**src/rtl/sc_io_port_ctrl_pkg.sv**
```systemverilog
`default_nettype none
// ============================================================================
//  Module      : sc_io_pkg
//  Description : Shared definitions for the single-cycle computer I/O port
//                controller: register word offsets inside the I/O window,
//                the blanked-digit segment pattern and the active-low
//                7-segment decode table.
//  Revision    : 1.0 - initial release
// ============================================================================
package sc_io_pkg;

    // Word offsets inside the I/O window
    localparam logic [3:0] OFF_SW     = 4'h0;
    localparam logic [3:0] OFF_KEYLVL = 4'h1;
    localparam logic [3:0] OFF_KEYEVT = 4'h2;
    localparam logic [3:0] OFF_LED    = 4'h3;
    localparam logic [3:0] OFF_HEX0   = 4'h4;

    // All segments off (segments are active-low)
    localparam logic [6:0] SEG_OFF = 7'h7F;

    // Active-low hexadecimal glyph table, bit 0 = segment a
    function automatic logic [6:0] seg7_decode(input logic [3:0] value);
        logic [6:0] seg;
        case (value)
            4'h0:    seg = 7'h40;
            4'h1:    seg = 7'h79;
            4'h2:    seg = 7'h24;
            4'h3:    seg = 7'h30;
            4'h4:    seg = 7'h19;
            4'h5:    seg = 7'h12;
            4'h6:    seg = 7'h02;
            4'h7:    seg = 7'h78;
            4'h8:    seg = 7'h00;
            4'h9:    seg = 7'h10;
            4'hA:    seg = 7'h08;
            4'hB:    seg = 7'h03;
            4'hC:    seg = 7'h46;
            4'hD:    seg = 7'h21;
            4'hE:    seg = 7'h06;
            default: seg = 7'h0E;
        endcase
        return seg;
    endfunction

endpackage
`default_nettype wire

```
**src/rtl/sc_io_port_ctrl_if.sv**
```systemverilog
`default_nettype none
// ============================================================================
//  Module      : sc_io_port_ctrl_if
//  Description : CPU-side memory-mapped access bus of the I/O controller.
//                Ports:
//                  addr  [3:0]  word offset inside the I/O window
//                  wdata [31:0] write data
//                  we           write strobe, sampled on the clock edge
//                  re           read strobe (side effects on the clock edge)
//                  rdata [31:0] read data, combinational from addr
//                master = CPU decode side, slave = the I/O controller.
//  Revision    : 1.0 - initial release
// ============================================================================
interface sc_io_port_ctrl_if;
    logic [3:0]  addr;
    logic [31:0] wdata;
    logic        we;
    logic        re;
    logic [31:0] rdata;

    modport master (output addr, output wdata, output we, output re, input  rdata);
    modport slave  (input  addr, input  wdata, input  we, input  re, output rdata);
endinterface
`default_nettype wire

```
**src/rtl/sc_io_port_ctrl_debounce.sv**
```systemverilog
`default_nettype none
// ============================================================================
//  Module      : sc_io_debounce
//  Description : Per-bit two-flop synchroniser followed by a stability
//                counter. A bit's debounced level flips only after the
//                synchronised level has disagreed with it for
//                DEBOUNCE_CYCLES consecutive clocks.
//                Ports:
//                  clock, resetn   clock / asynchronous active-low reset
//                  din   [W-1:0]   raw asynchronous inputs, active-high
//                  dout  [W-1:0]   debounced level
//                  rise  [W-1:0]   high in the cycle whose edge raises dout
//  Revision    : 1.0 - initial release
// ============================================================================
module sc_io_debounce #(
    parameter int WIDTH           = 1,
    parameter int DEBOUNCE_CYCLES = 4
) (
    input  wire logic             clock,
    input  wire logic             resetn,
    input  wire logic [WIDTH-1:0] din,
    output logic      [WIDTH-1:0] dout,
    output logic      [WIDTH-1:0] rise
);

    localparam int             CW      = $clog2(DEBOUNCE_CYCLES);
    localparam logic [CW-1:0]  CNT_MAX = CW'(DEBOUNCE_CYCLES - 1);

    logic [WIDTH-1:0] r_sync1;
    logic [WIDTH-1:0] r_sync2;

    always_ff @(posedge clock or negedge resetn) begin
        if (!resetn) begin
            r_sync1 <= '0;
            r_sync2 <= '0;
        end else begin
            r_sync1 <= din;
            r_sync2 <= r_sync1;
        end
    end

    for (genvar b = 0; b < WIDTH; b++) begin : g_bit
        logic [CW-1:0] r_cnt;
        logic          r_deb;
        logic          w_flip;

        // The counter has already seen DEBOUNCE_CYCLES-1 disagreeing clocks;
        // this edge is the DEBOUNCE_CYCLES-th, so the new level is accepted.
        assign w_flip = (r_sync2[b] != r_deb) && (r_cnt == CNT_MAX);

        always_ff @(posedge clock or negedge resetn) begin
            if (!resetn) begin
                r_cnt <= '0;
                r_deb <= 1'b0;
            end else if (r_sync2[b] == r_deb) begin
                r_cnt <= '0;
            end else if (w_flip) begin
                r_cnt <= '0;
                r_deb <= ~r_deb;
            end else begin
                r_cnt <= r_cnt + CW'(1);
            end
        end

        assign dout[b] = r_deb;
        assign rise[b] = w_flip & ~r_deb;
    end

endmodule
`default_nettype wire

```
**src/rtl/sc_io_port_ctrl.sv**
```systemverilog
`default_nettype none
// ============================================================================
//  Module      : sc_io_port_ctrl
//  Description : Memory-mapped I/O controller for the single-cycle computer.
//                Debounced switches and keys, sticky key-press flags
//                (clear-on-read and write-1-to-clear), a writable LED
//                register and per-digit hex registers with 7-segment decode.
//                Ports:
//                  clock, resetn      clock / asynchronous active-low reset
//                  bus (slave)        CPU register access
//                  sw   [N_SW-1:0]    raw switches, active-high
//                  key  [N_KEY-1:0]   raw keys, active-low
//                  hex  [7*N_HEX-1:0] segments, active-low, digit i at [7i+:7]
//                  led  [N_LED-1:0]   LED register
//  Revision    : 1.0 - initial release
// ============================================================================
module sc_io_port_ctrl
    import sc_io_pkg::*;
#(
    parameter int N_SW            = 10,
    parameter int N_KEY           = 4,
    parameter int N_HEX           = 6,
    parameter int N_LED           = 10,
    parameter int DEBOUNCE_CYCLES = 250000
) (
    input  wire logic               clock,
    input  wire logic               resetn,
    sc_io_port_ctrl_if.slave        bus,
    input  wire logic [N_SW-1:0]    sw,
    input  wire logic [N_KEY-1:0]   key,
    output logic      [7*N_HEX-1:0] hex,
    output logic      [N_LED-1:0]   led
);

    logic [N_SW-1:0]  w_sw_deb;
    logic [N_SW-1:0]  w_sw_rise;
    logic [N_KEY-1:0] w_key_deb;
    logic [N_KEY-1:0] w_key_rise;
    logic [N_KEY-1:0] w_evt_clr;
    logic [N_KEY-1:0] r_keyevt;
    logic [N_LED-1:0] r_led;
    logic [3:0]       w_hex_val   [N_HEX];
    logic             w_hex_blank [N_HEX];
    logic [31:0]      w_rdata;
    logic             w_evt_sel;
    logic             w_unused;

    // ------------------------------------------------------------------
    // Input conditioning
    // ------------------------------------------------------------------
    sc_io_debounce #(
        .WIDTH           (N_SW),
        .DEBOUNCE_CYCLES (DEBOUNCE_CYCLES)
    ) u_sw_debounce (
        .clock  (clock),
        .resetn (resetn),
        .din    (sw),
        .dout   (w_sw_deb),
        .rise   (w_sw_rise)
    );

    // Keys are inverted first so that the synchroniser reset level (0)
    // corresponds to "released".
    sc_io_debounce #(
        .WIDTH           (N_KEY),
        .DEBOUNCE_CYCLES (DEBOUNCE_CYCLES)
    ) u_key_debounce (
        .clock  (clock),
        .resetn (resetn),
        .din    (~key),
        .dout   (w_key_deb),
        .rise   (w_key_rise)
    );

    // ------------------------------------------------------------------
    // Key event flags: a read strobe clears all flags, a write clears the
    // flags selected by wdata; a press landing on the same edge wins.
    // ------------------------------------------------------------------
    assign w_evt_sel = (bus.addr == OFF_KEYEVT);
    assign w_evt_clr = ({N_KEY{bus.re & w_evt_sel}})
                     | ((bus.we & w_evt_sel) ? bus.wdata[N_KEY-1:0] : '0);

    always_ff @(posedge clock or negedge resetn) begin
        if (!resetn) begin
            r_keyevt <= '0;
        end else begin
            r_keyevt <= (r_keyevt & ~w_evt_clr) | w_key_rise;
        end
    end

    // ------------------------------------------------------------------
    // LED register
    // ------------------------------------------------------------------
    always_ff @(posedge clock or negedge resetn) begin
        if (!resetn) begin
            r_led <= '0;
        end else if (bus.we && (bus.addr == OFF_LED)) begin
            r_led <= bus.wdata[N_LED-1:0];
        end
    end

    assign led = r_led;

    // ------------------------------------------------------------------
    // Hex digit registers and segment decode
    // ------------------------------------------------------------------
    for (genvar i = 0; i < N_HEX; i++) begin : g_hex
        localparam logic [3:0] C_OFF = OFF_HEX0 + 4'(i);

        logic [3:0] r_val;
        logic       r_blank;

        always_ff @(posedge clock or negedge resetn) begin
            if (!resetn) begin
                r_val   <= 4'h0;
                r_blank <= 1'b1;
            end else if (bus.we && (bus.addr == C_OFF)) begin
                r_val   <= bus.wdata[3:0];
                r_blank <= bus.wdata[4];
            end
        end

        assign w_hex_val[i]   = r_val;
        assign w_hex_blank[i] = r_blank;
        assign hex[7*i +: 7]  = r_blank ? SEG_OFF : seg7_decode(r_val);
    end

    // ------------------------------------------------------------------
    // Read mux (combinational; KEYEVT reads return the pre-clear value)
    // ------------------------------------------------------------------
    always_comb begin
        w_rdata = '0;
        case (bus.addr)
            OFF_SW:     w_rdata = 32'(w_sw_deb);
            OFF_KEYLVL: w_rdata = 32'(w_key_deb);
            OFF_KEYEVT: w_rdata = 32'(r_keyevt);
            OFF_LED:    w_rdata = 32'(r_led);
            default: begin
                for (int i = 0; i < N_HEX; i++) begin
                    if (bus.addr == (OFF_HEX0 + 4'(i))) begin
                        w_rdata = {27'b0, w_hex_blank[i], w_hex_val[i]};
                    end
                end
            end
        endcase
    end

    assign bus.rdata = w_rdata;

    // Switch press edges and the upper write-data bits have no consumer.
    assign w_unused = &{1'b0, w_sw_rise, bus.wdata};

endmodule
`default_nettype wire
```
**src/flat_wrapper.sv**
```systemverilog
// flat-port wrapper written by rule: the top's interface ports become plain ports
module sc_io_port_ctrl_flat import sc_io_pkg::*;
#(
    parameter int N_SW            = 10,
    parameter int N_KEY           = 4,
    parameter int N_HEX           = 6,
    parameter int N_LED           = 10,
    parameter int DEBOUNCE_CYCLES = 250000
)
  (clock, resetn, sw, key, hex, led, bus_addr, bus_wdata, bus_we, bus_re, bus_rdata);
  sc_io_port_ctrl_if bus_i ();
  input  wire logic clock;
  input  wire logic resetn;
  input  wire logic [N_SW-1:0] sw;
  input  wire logic [N_KEY-1:0] key;
  output logic      [7*N_HEX-1:0] hex;
  output logic      [N_LED-1:0] led;
  input wire logic [$bits(bus_i.addr)-1:0] bus_addr;
  input wire logic [$bits(bus_i.wdata)-1:0] bus_wdata;
  input wire logic [$bits(bus_i.we)-1:0] bus_we;
  input wire logic [$bits(bus_i.re)-1:0] bus_re;
  output wire logic [$bits(bus_i.rdata)-1:0] bus_rdata;
  assign bus_i.addr = bus_addr;
  assign bus_i.wdata = bus_wdata;
  assign bus_i.we = bus_we;
  assign bus_i.re = bus_re;
  assign bus_rdata = bus_i.rdata;
  sc_io_port_ctrl #(.N_SW(N_SW), .N_KEY(N_KEY), .N_HEX(N_HEX), .N_LED(N_LED), .DEBOUNCE_CYCLES(DEBOUNCE_CYCLES)) u_core (.clock(clock), .resetn(resetn), .bus(bus_i), .sw(sw), .key(key), .hex(hex), .led(led));
endmodule
```
**config.mk**
```make
export PLATFORM = sky130hd
export DESIGN_NAME = sc_io_port_ctrl_flat
export DESIGN_NICKNAME = d
export VERILOG_FILES = /design/src/rtl/sc_io_port_ctrl_pkg.sv /design/src/rtl/sc_io_port_ctrl_if.sv /design/src/rtl/sc_io_port_ctrl_debounce.sv /design/src/rtl/sc_io_port_ctrl.sv /design/src/flat_wrapper.sv
export SDC_FILE = /design/constraint.sdc
export NUM_CORES = 1
export LEC_CHECK = 0
export CAP_MARGIN = 40
export CELL_PAD_IN_SITES_DETAIL_PLACEMENT = 1
export CELL_PAD_IN_SITES_GLOBAL_PLACEMENT = 2
export CORE_ASPECT_RATIO = 2
export CORE_MARGIN = 2
export CORE_UTILIZATION = 39
export CTS_BUF_LIST = sky130_fd_sc_hd__clkbuf_8
export DETAILED_ROUTE_END_ITERATION = 8
export PLACE_DENSITY = 0.85
export RECOVER_POWER = 100
export SYNTH_ARGS = -nofsm -noshare
export SYNTH_HDL_FRONTEND = slang
export SYNTH_SLANG_ARGS = --single-unit
```
**constraint.sdc**
```tcl
create_clock -name clock -period 2.6 [get_ports clock]
set_input_delay 0.52 -clock clock [delete_from_list [all_inputs] [get_ports clock]]
set_output_delay 0.52 -clock clock [all_outputs]
set_load 0.02 [all_outputs]
```
==> flow_metrics.tcl, run 1 <==
set metrics [dict create \
    synth_ff_type "dfrtp_1" \
    post_drt_wl_per_cell_um 18.4 \
    hold_viol 0 \
    r2r_setup_slack_ps 210 \
    port_buffers 93 \
    h-tree-depth 2 \
    yosysUniqueCellTypes 65 \
    startpoint_type "register" \
    clock_latency_ps 610 \
    yosysSeqAreaShare_pct 47.5 \
    cts_made_buffers 52 \
    clock_sinks 338 \
    fillCellCount 5033 \
    final_cell_mix "dfrtp_1 (318), nor2_1 (316), xnor2_1 (165)" \
    finalCritPeriodShare_pct 104 \
    finalWorstSetupSlack_ps -105 \
    ant_nets 0 \
    grt_usage_pct 20.4 \
    path_max_fanout 3 \
    vdd_drop_max_mv 0.383 \
    hpwl_um 34700 \
    stdcell_count 2631 \
    dr.pass1.iters 4 \
    cp_common_cell "buf_6" \
    critical_path_class "reg -> out" \
    r2r-start "u_core.u_key_debounce.g_bit[1].r_cnt[6]" \
    placement_rows 110 \
    crit_start "u_core.g_hex[2].r_val[1]" \
    worstSetupEndpointType "output pin" \
    violations "max-capacitance violations, max-slew violations, negative setup slack" \
    crit_slowest_cell "dfrtp_2" \
    drc 0 \
    holdWs_ps 341 \
    worstPathArrival_ps 2180 \
    io_pins 138 \
    routed_via_density 5.44 \
    design_area_mm2 0.0215 \
    cts_tree "built" \
    syn_area_mm2 0.0178 \
    rsz0062_at_grt "yes" \
    finalWirelength_um 48300 \
    utilization_pct 47.7 \
    syn_avg_cell_area_um2 9.84 \
    core_area_mm2 0.0450 \
    layout-area-overhead-vs-synth_pct 20.7 \
    nets 2136 \
    min_from "u_core.u_sw_debounce.r_sync1[1]" \
    drive_above_1_share_pct 19.5 \
    slew_headroom_pct -6.17 \
    clock_path_buffers 3 \
    max-cap-violations 1 \
    dieArea_mm2 0.0475 \
    routabilityCongestion 0.824 \
    p_total_mw 14.1 \
    dpl.cell_count 2493 \
    cp_cell_sequence "inv_2, buf_6, ha_4, nand2_2, o21ai_2, nor2_1, a211o_1, buf_6" \
    ys_async_sr_fraction_pct 100 \
    status "finished, violations left" \
    grt-ovfl-total 0 \
    postPlaceCellArea_mm2 0.0198 \
    synth-seq-cells 338 \
    worstHoldPathCells 0 \
    grt_pass1_wl_um 79100 \
    min_to "u_core.u_sw_debounce.r_sync2[1]" \
    layout_commonest_cell "dfrtp_1" \
    vias 14300 \
    setup_viol 8 \
    fin_tns_setup_ps -350 \
    start_util_pct 39.6 \
    cp_slowest_stage_delay_ps 420 \
    timing.fmax_mhz 370 \
    netlist_instances 1809 \
    dieHeight_um 306 \
    dp_slack_ps -449 \
    clock_skew_ps 17.0 \
    slew_viol_final 59 \
    r2r_cells 5 \
    finalCriticalPeriod_ps 2700 \
    grt_max_degree 63 \
    p_per_area_mw_per_mm2 656 \
    die_x_um 155 \
    yosysWarnings 0 \
    antenna_found_initial 1 \
    synth-edff-count 0 \
    crit_required_ps 2080 \
    first_iter_violations 542 \
    first_global_vias 15700 \
    cts_root_buf "clkbuf_8" \
    clk_pin_slew_ps 70 \
    power_leakage_nw 8.76 \
    tightest_slew_ps 1590 \
    hp-class "reg -> reg" \
    r2r_end "u_core.u_key_debounce.g_bit[1].r_cnt[9]" \
]
==> power breakdown <==
part	total [mW]	internal, mW	switching, mW
sequential	5.87	5.51	0.358
clock	4.76	2.58	2.18
combinational	3.46	1.57	1.89
==> cell usage after synthesis, types with 4 or more instances <==
| library cell | instances | share of area, % |
|---|---|---|
| nand3b_1 | 8 | 0.34 |
| a32o_1 | 4 | 0.22 |
| nand2_1 | 87 | 1.8 |
| nand2b_1 | 10 | 0.35 |
| mux2_2 | 52 | 3.3 |
| o41ai_2 | 6 | 0.55 |
| nand3_1 | 86 | 2.4 |
| nor2_1 | 320 | 6.7 |
| mux4_2 | 4 | 0.51 |
| nor4_1 | 75 | 2.6 |
| a211o_1 | 24 | 1.2 |
| o21ai_0 | 44 | 1.2 |
| o22ai_1 | 8 | 0.28 |
| buf_4 | 22 | 0.93 |
| nand4_1 | 69 | 2.4 |
| ha_1 | 50 | 3.5 |
| dfstp_2 | 6 | 0.89 |
| xor2_1 | 45 | 2.2 |
| nor2b_1 | 14 | 0.49 |
| xnor2_1 | 165 | 8.1 |
| a21oi_1 | 35 | 0.98 |
| inv_1 | 74 | 1.6 |
| nor3_1 | 57 | 1.6 |
| dfrtp_1 | 332 | 47 |
| a31oi_1 | 12 | 0.42 |
| a22oi_1 | 6 | 0.25 |
| or3_1 | 11 | 0.39 |
| or2_2 | 6 | 0.21 |
| mux2i_1 | 15 | 0.84 |
| a211oi_1 | 6 | 0.25 |
| buf_1 | 5 | 0.11 |
| o31ai_1 | 4 | 0.17 |
| buf_2 | 8 | 0.22 |
| or4_4 | 4 | 0.25 |
| o21a_1 | 22 | 0.93 |
| and3_1 | 12 | 0.42 |
| nor4b_1 | 13 | 0.64 |
| or4_1 | 9 | 0.38 |
| or4b_1 | 5 | 0.28 |
| clkbuf_1 | 34 | 0.72 |
==> critical path: cells and delay by family (launching register included) <==
kind / cells / cell delay, ps
flops: 1 / 420
compound gates: 2 / 410
buf+inv: 3 / 390
fa+ha+maj: 1 / 250
simple gates: 2 / 110
==> cells by family (layout without fill, tap and decap cells) <==
logic type / count (synthesis) / in the layout / synth area share [%]
muxes: 71 / 71 / 4.64
AOI/OAI and AO/OA: 188 / 188 / 7.63
DFF: 338 / 338 / 47.5
and+or+nand+nor: 806 / 806 / 22.7
xor gates and xnor gates: 210 / 210 / 10.3
adders and majority gates: 50 / 50 / 3.51
other: 1 / 23 / 0.0211
buffers and inverters: 145 / 385 / 3.63
==> per-layer routing <==
layer | part of all wire [%] | track usage (%) | vias up
met5 | 0 | 0 | -
li1 | - | - | 6733
met2 | 55 | 39.3 | 246
met1 | 36 | 21.3 | 7238
met4 | 4.0 | 9.02 | 0
met3 | 4.4 | 3.38 | 95
==> worst max path at each step <==
stage,end,slack (ps),depth (start not counted)
after floorplan,bus_rdata[4],230,5
after global placement,bus_rdata[4],-430,7
after detailed placement,bus_rdata[0],-450,7
after CTS,hex[14],-130,7
after global routing,hex[14],-180,6
final,hex[17],-100,8
==> registers in the layout, summed over array words and instances (netlist names) <==
name                               cells
u_core.u_key_debounce.g_bit.r_deb      4
u_core.u_sw_debounce.r_sync2          10
u_core.u_sw_debounce.g_bit.r_deb      10
u_core.g_hex.r_val                    24
u_core.u_sw_debounce.r_sync1          10
u_core.led                            10
u_core.u_key_debounce.g_bit.r_cnt     72
u_core.u_sw_debounce.g_bit.r_cnt     180
u_core.u_key_debounce.r_sync1          4
u_core.u_key_debounce.r_sync2          4
u_core.r_keyevt                        4
u_core.g_hex.r_blank                   6
==> timing repair <==
item | CTS | global route
gates resized for setup | 313 | 106
hold endpoints to repair | 50 | 0
setup endpoints to repair | 52 | 45
gates cloned | 0 | 0
pin swaps | 26 | 28
setup buffers | 35 | 10
hold buffers | 1 | 0
==> cell type report <==
cell class	count	area (µm²)	area share [%]
antenna	1	2.50	0.0116
clock buffer	66	908	4.23
clock inverter	26	199	0.926
inverter	74	300	1.40
multi-input combinational	1347	9110	42.4
sequential	338	8490	39.5
tap	560	701	3.26
timing repair buffer	219	1780	8.30
Power figures use the tool's default switching activity.
==> run 2: changes to the inputs <==
--- a/config.mk
+++ b/config.mk
@@ -18,3 +18,4 @@
 export SYNTH_ARGS = -nofsm -noshare
 export SYNTH_HDL_FRONTEND = slang
 export SYNTH_SLANG_ARGS = --single-unit
+export TNS_END_PERCENT = 20
==> flow_metrics.tcl, run 2 (synthesis results as in run 1) <==
set metrics [dict create \
    grt_pass1_wl_um 78300 \
    grt-ovfl-total 0 \
    core_area_mm2 0.0450 \
    cts_made_buffers 52 \
    dp_slack_ps -449 \
    p_per_area_mw_per_mm2 651 \
    vdd_drop_max_mv 0.382 \
    top_layer "met4" \
    holdWs_ps 342 \
    dpl.cell_count 2493 \
    clock_sinks 338 \
    slew_headroom_pct -6.91 \
    startpoint_type "register" \
    worstPathArrival_ps 2160 \
    routed_via_density 5.45 \
    routed-wl-met3_um 1790 \
    r2r-start "u_core.u_key_debounce.g_bit[1].r_cnt[6]" \
    clock_skew_ps 17.7 \
    first_iter_violations 578 \
    clk_pin_slew_ps 70 \
    slew_viol_final 59 \
    reg_top3 "u_core.u_sw_debounce.g_bit.r_cnt: 180 flops, u_core.u_key_debounce.g_bit.r_cnt: 72 flops, u_core.g_hex.r_val: 24 flops" \
    grt_max_degree 63 \
    grt_usage_pct 20.2 \
    nets 2120 \
    layout-area-overhead-vs-synth_pct 18.5 \
    fillCellCount 5081 \
    layout_commonest_cell "dfrtp_1" \
    clock_latency_ps 610 \
    tightest_slew_ps 1600 \
    hp-class "reg -> reg" \
    dr_wl_met2_um 26100 \
    min_from "u_core.u_sw_debounce.r_sync1[1]" \
    clock_path_buffers 3 \
    routabilityCongestion 0.824 \
    status "finished, violations left" \
    first_global_vias 15600 \
    postPlaceCellArea_mm2 0.0198 \
    vias 14300 \
    crit_required_ps 2080 \
    regMostFlops "u_core.u_sw_debounce.g_bit.r_cnt" \
    wl_met1_um 17700 \
    timing.fmax_mhz 373 \
    dieHeight_um 306 \
    violations "max-capacitance violations, max-slew violations, negative setup slack" \
    finalWirelength_um 47600 \
    cts_root_buf "clkbuf_8" \
    path_max_fanout 3 \
    antenna_found_initial 1 \
    dr.pass1.iters 4 \
    hpwl_um 34700 \
    io_pins 138 \
    drive_above_1_share_pct 18.0 \
    finalCriticalPeriod_ps 2680 \
    power_leakage_nw 8.62 \
    placement_rows 110 \
    post_drt_wl_per_cell_um 18.2 \
    r2r_setup_slack_ps 190 \
    stdcell_count 2615 \
    start_util_pct 39.6 \
    largest_reg_flops 180 \
    critical_path_class "reg -> out" \
    crit_start "u_core.g_hex[2].r_val[1]" \
    rsz0062_at_grt "yes" \
    hold_viol 0 \
    design_area_mm2 0.0211 \
    cts_tree "built" \
    h-tree-depth 2 \
    finalCritPeriodShare_pct 103 \
    port_buffers 93 \
    max-cap-violations 1 \
    finalWorstSetupSlack_ps -81.9 \
    drc 0 \
    die_x_um 155 \
    setup_viol 10 \
    final_cell_mix "dfrtp_1 (318), nor2_1 (317), xnor2_1 (165)" \
    worstSetupEndpointType "output pin" \
    dieArea_mm2 0.0475 \
    ant_nets 0 \
]
==> run 2: cell count changes in the layout (fill, tap and decap cells not counted), sizes merged <==
| cell | delta |
|---|---|
| clkdlybuf4s15 | +2 |
| dlymetal6s2s | +1 |
| buf | -19 |
==> run 2: timing repair <==
| action | 4_1_cts | 5_1_grt |
|---|---|---|
| gates resized for setup | 230 | 97 |
| pin swaps | 17 | 19 |
| hold buffers | 1 | 0 |
| setup endpoints to repair | 52 | 47 |
| buffers inserted | 17 | 11 |
| hold endpoints to repair | 50 | 0 |
==> run 2: final timing paths <==
check / to / cells after the start
min reg2reg: u_core.u_sw_debounce.r_sync2[1] / 0
max: hex[17] / 8
max in group asynchronous: u_core.g_hex[5].r_val[2] / 3
min in group asynchronous: u_core.u_sw_debounce.g_bit[7].r_cnt[9] / 2
max reg2reg: u_core.u_key_debounce.g_bit[1].r_cnt[9] / 5
min: u_core.u_sw_debounce.r_sync2[1] / 0
==> run 2: cell type report <==
cell class              instances  area (µm²)  area share [%]
clock inverters                26         199           0.943
well taps                     560         701            3.32
diodes                          1        2.50          0.0119
clock buffers                  66         908            4.30
repair buffers                203        1600            7.59
inverters                      74         288            1.36
multi-input cells            1347        8920            42.3
flip-flops and latches        338        8490            40.2
==> run 2: worst max-delay path: stages, from the launching register on <==
cell and delay (ps):
dfrtp_2 400, inv_2 90, buf_6 130, ha_4 250, nand2_2 60, o21ai_2 50, nor2_1 50, a211o_1 360
buf_6 170
==> run 2: per-stage QoR <==
stage                     setup TNS, ps  util (%)  total power [mW]
final                              -327      46.9              13.7
after detailed placement          -3730      44.1              8.84
after CTS                         -1840      47.1              13.8
after global routing              -2620      46.9              14.5
after global placement            -3640      44.1              8.77
after floorplan                       0         -              7.41
==> run 2: per-layer routing <==
metal	track usage (%)	vias to the layer above
li1	-	6700
met1	21.1	7225
met2	38.6	234
met3	3.28	93
met4	9.13	0
met5	0	-
==> run 2: report_power, final <==
| part | switching, mW | internal, mW | leakage, nW |
|---|---|---|---|
| clock network | 2.17 | 2.58 | 0.612 |
| registers | 0.395 | 5.51 | 4.53 |
| logic | 1.72 | 1.36 | 3.49 |
==> run 3: changes to the inputs <==
--- a/config.mk
+++ b/config.mk
@@ -13,6 +13,7 @@
 export CORE_UTILIZATION = 39
 export CTS_BUF_LIST = sky130_fd_sc_hd__clkbuf_8
 export DETAILED_ROUTE_END_ITERATION = 8
+export MAX_ROUTING_LAYER = met4
 export PLACE_DENSITY = 0.85
 export RECOVER_POWER = 100
 export SYNTH_ARGS = -nofsm -noshare
==> flow_metrics.tcl, run 3 (synthesis results as in run 1) <==
set metrics [dict create \
    status "finished, violations left" \
    violations "max-capacitance violations, max-slew violations, negative setup slack" \
    crit_start "u_core.g_hex[2].r_val[1]" \
    clock_skew_ps 17.5 \
    power_leakage_nw 8.62 \
    layout-area-overhead-vs-synth_pct 18.5 \
    p_seq_share_pct 43.0 \
    regMostFlops "u_core.u_sw_debounce.g_bit.r_cnt" \
    grt_max_degree 63 \
    slew_viol_final 59 \
    grt_pass1_wl_um 78400 \
    drive_above_1_share_pct 18.0 \
    path_max_fanout 3 \
    clock_latency_ps 610 \
    crit_required_ps 2080 \
    vdd_drop_max_mv 0.382 \
    layout_commonest_cell "dfrtp_1" \
    routabilityCongestion 0.837 \
    start_util_pct 39.6 \
    finalWirelength_um 47500 \
    swShare_pct 31.2 \
    clock_sinks 338 \
    dieHeight_um 306 \
    drc 0 \
    core_area_mm2 0.0450 \
    rsz0062_at_grt "yes" \
    fillCellCount 5081 \
    max-cap-violations 1 \
    worstPathArrival_ps 2170 \
    r2r-start "u_core.u_key_debounce.g_bit[1].r_cnt[0]" \
    first_global_vias 15600 \
    hpwl_um 34700 \
    clock_path_buffers 3 \
    p_total_mw 13.7 \
    ant_nets 0 \
    dr.pass1.iters 4 \
    internal-power_mw 9.45 \
    nets 2120 \
    final_cell_mix "dfrtp_1 (318), nor2_1 (317), xnor2_1 (165)" \
    fin_tns_setup_ps -333 \
    cp_common_cell "buf_6" \
    timing.fmax_mhz 372 \
    dieArea_mm2 0.0475 \
    h-tree-depth 2 \
    tightest_slew_ps 1580 \
    clk_pin_slew_ps 70 \
    cts_tree "built" \
    placement_rows 110 \
    p_per_area_mw_per_mm2 651 \
    grt-ovfl-total 0 \
    switching_power_mw 4.29 \
    critical_path_class "reg -> out" \
    first_iter_violations 599 \
    finalCritPeriodShare_pct 103 \
    finalWorstSetupSlack_ps -85.8 \
    largest_reg_flops 180 \
    setup_viol 11 \
    grt_usage_pct 20.8 \
    routed_via_density 5.45 \
    crit_slowest_cell "dfrtp_2" \
    finalCriticalPeriod_ps 2690 \
    clkPwrFrac_pct 34.6 \
    min_from "u_core.u_sw_debounce.r_sync1[1]" \
    hp-class "reg -> reg" \
    cts_root_buf "clkbuf_8" \
    stdcell_count 2615 \
    io_pins 138 \
    worstSetupEndpointType "output pin" \
    cp_slowest_stage_delay_ps 410 \
    port_buffers 93 \
    dpl.cell_count 2493 \
    antenna_found_initial 1 \
    hold_viol 0 \
    vias 14300 \
    startpoint_type "register" \
    cp_cell_sequence "inv_2, buf_6, ha_4, nand2_2, o21ai_2, nor2_1, a211o_1, buf_6" \
    slew_headroom_pct -5.56 \
    reg_top3 "u_core.u_sw_debounce.g_bit.r_cnt: 180 flops, u_core.u_key_debounce.g_bit.r_cnt: 72 flops, u_core.g_hex.r_val: 24 flops" \
    post_drt_wl_per_cell_um 18.2 \
    p_comb_share_pct 22.4 \
    die_x_um 155 \
    cts_made_buffers 52 \
]
[run 3: cell type report]
cell class              count  area (µm²)  area share, %
diodes                      1        2.50         0.0119
well taps                 560         701           3.32
flip-flops and latches    338        8490           40.2
repair buffers            203        1600           7.59
multi-input cells        1347        8920           42.3
clock inverters            26         199          0.943
inverters                  74         288           1.36
clock buffers              66         908           4.30
[run 3: path summary, 6_finish.rpt]
check | endpoint | slack, ps | depth (start not counted)
max in group asynchronous | u_core.g_hex[5].r_val[2] | 320 | 3
hold / removal | u_core.u_sw_debounce.r_sync2[1] | 340 | 0
setup / recovery | hex[17] | -90 | 8
setup reg to reg | u_core.u_key_debounce.g_bit[1].r_cnt[9] | 180 | 5
hold reg to reg | u_core.u_sw_debounce.r_sync2[1] | 340 | 0
min in group asynchronous | u_core.u_sw_debounce.g_bit[7].r_cnt[9] | 830 | 2
[run 3: through the flow]
step / setup slack (ps) / cell area (µm²) / util (%) / hold WS (ps)
3_3_place_gp: -427 / 19800 / 44.1 / 335
5_1_grt: -168 / 21100 / 46.9 / 344
3_5_place_dp: -449 / 19800 / 44.1 / 336
2_1_floorplan: 229 / 17900 / - / 224
4_1_cts: -229 / 21200 / 47.1 / 303
6_report: -85.8 / 21100 / 46.9 / 342
[run 3: repair_timing]
action / CTS / global route
buffers inserted: 17 / 11
hold buffers: 1 / 0
pin swaps: 17 / 19
endpoints found under the hold margin: 50 / 0
setup endpoints to repair: 52 / 47
gates resized for setup: 230 / 97
[run 3: critical path, delay by kind of cell, from the launching register on]
family	cells	cell delay, ps
adders and majority gates	1	250
buffers and inverters	3	390
and+or+nand+nor	2	110
DFF	1	410
AOI/OAI and AO/OA	2	410
[run 3: metal layers]
layer / part of all wire (%) / global-route usage, % / up-vias
met3: 4.1 / 3.11 / 96
met4: 4.1 / 9.13 / 0
met1: 37 / 21.3 / 7224
met2: 55 / 38.7 / 241
met5: 0 / - / -
li1: - / - / 6696
[run 3: power by group through the flow]
| stage | Combinational (mW) | Sequential, mW | Clock (mW) |
|---|---|---|---|
| 2_1_floorplan | 1.61 | 5.80 | 0 |
| 3_3_place_gp | 2.80 | 5.97 | 0 |
| 3_5_place_dp | 2.86 | 5.99 | 0 |
| 4_1_cts | 2.99 | 5.90 | 4.95 |
| 5_1_grt | 3.34 | 5.94 | 5.18 |
| 6_report | 3.08 | 5.90 | 4.75 |
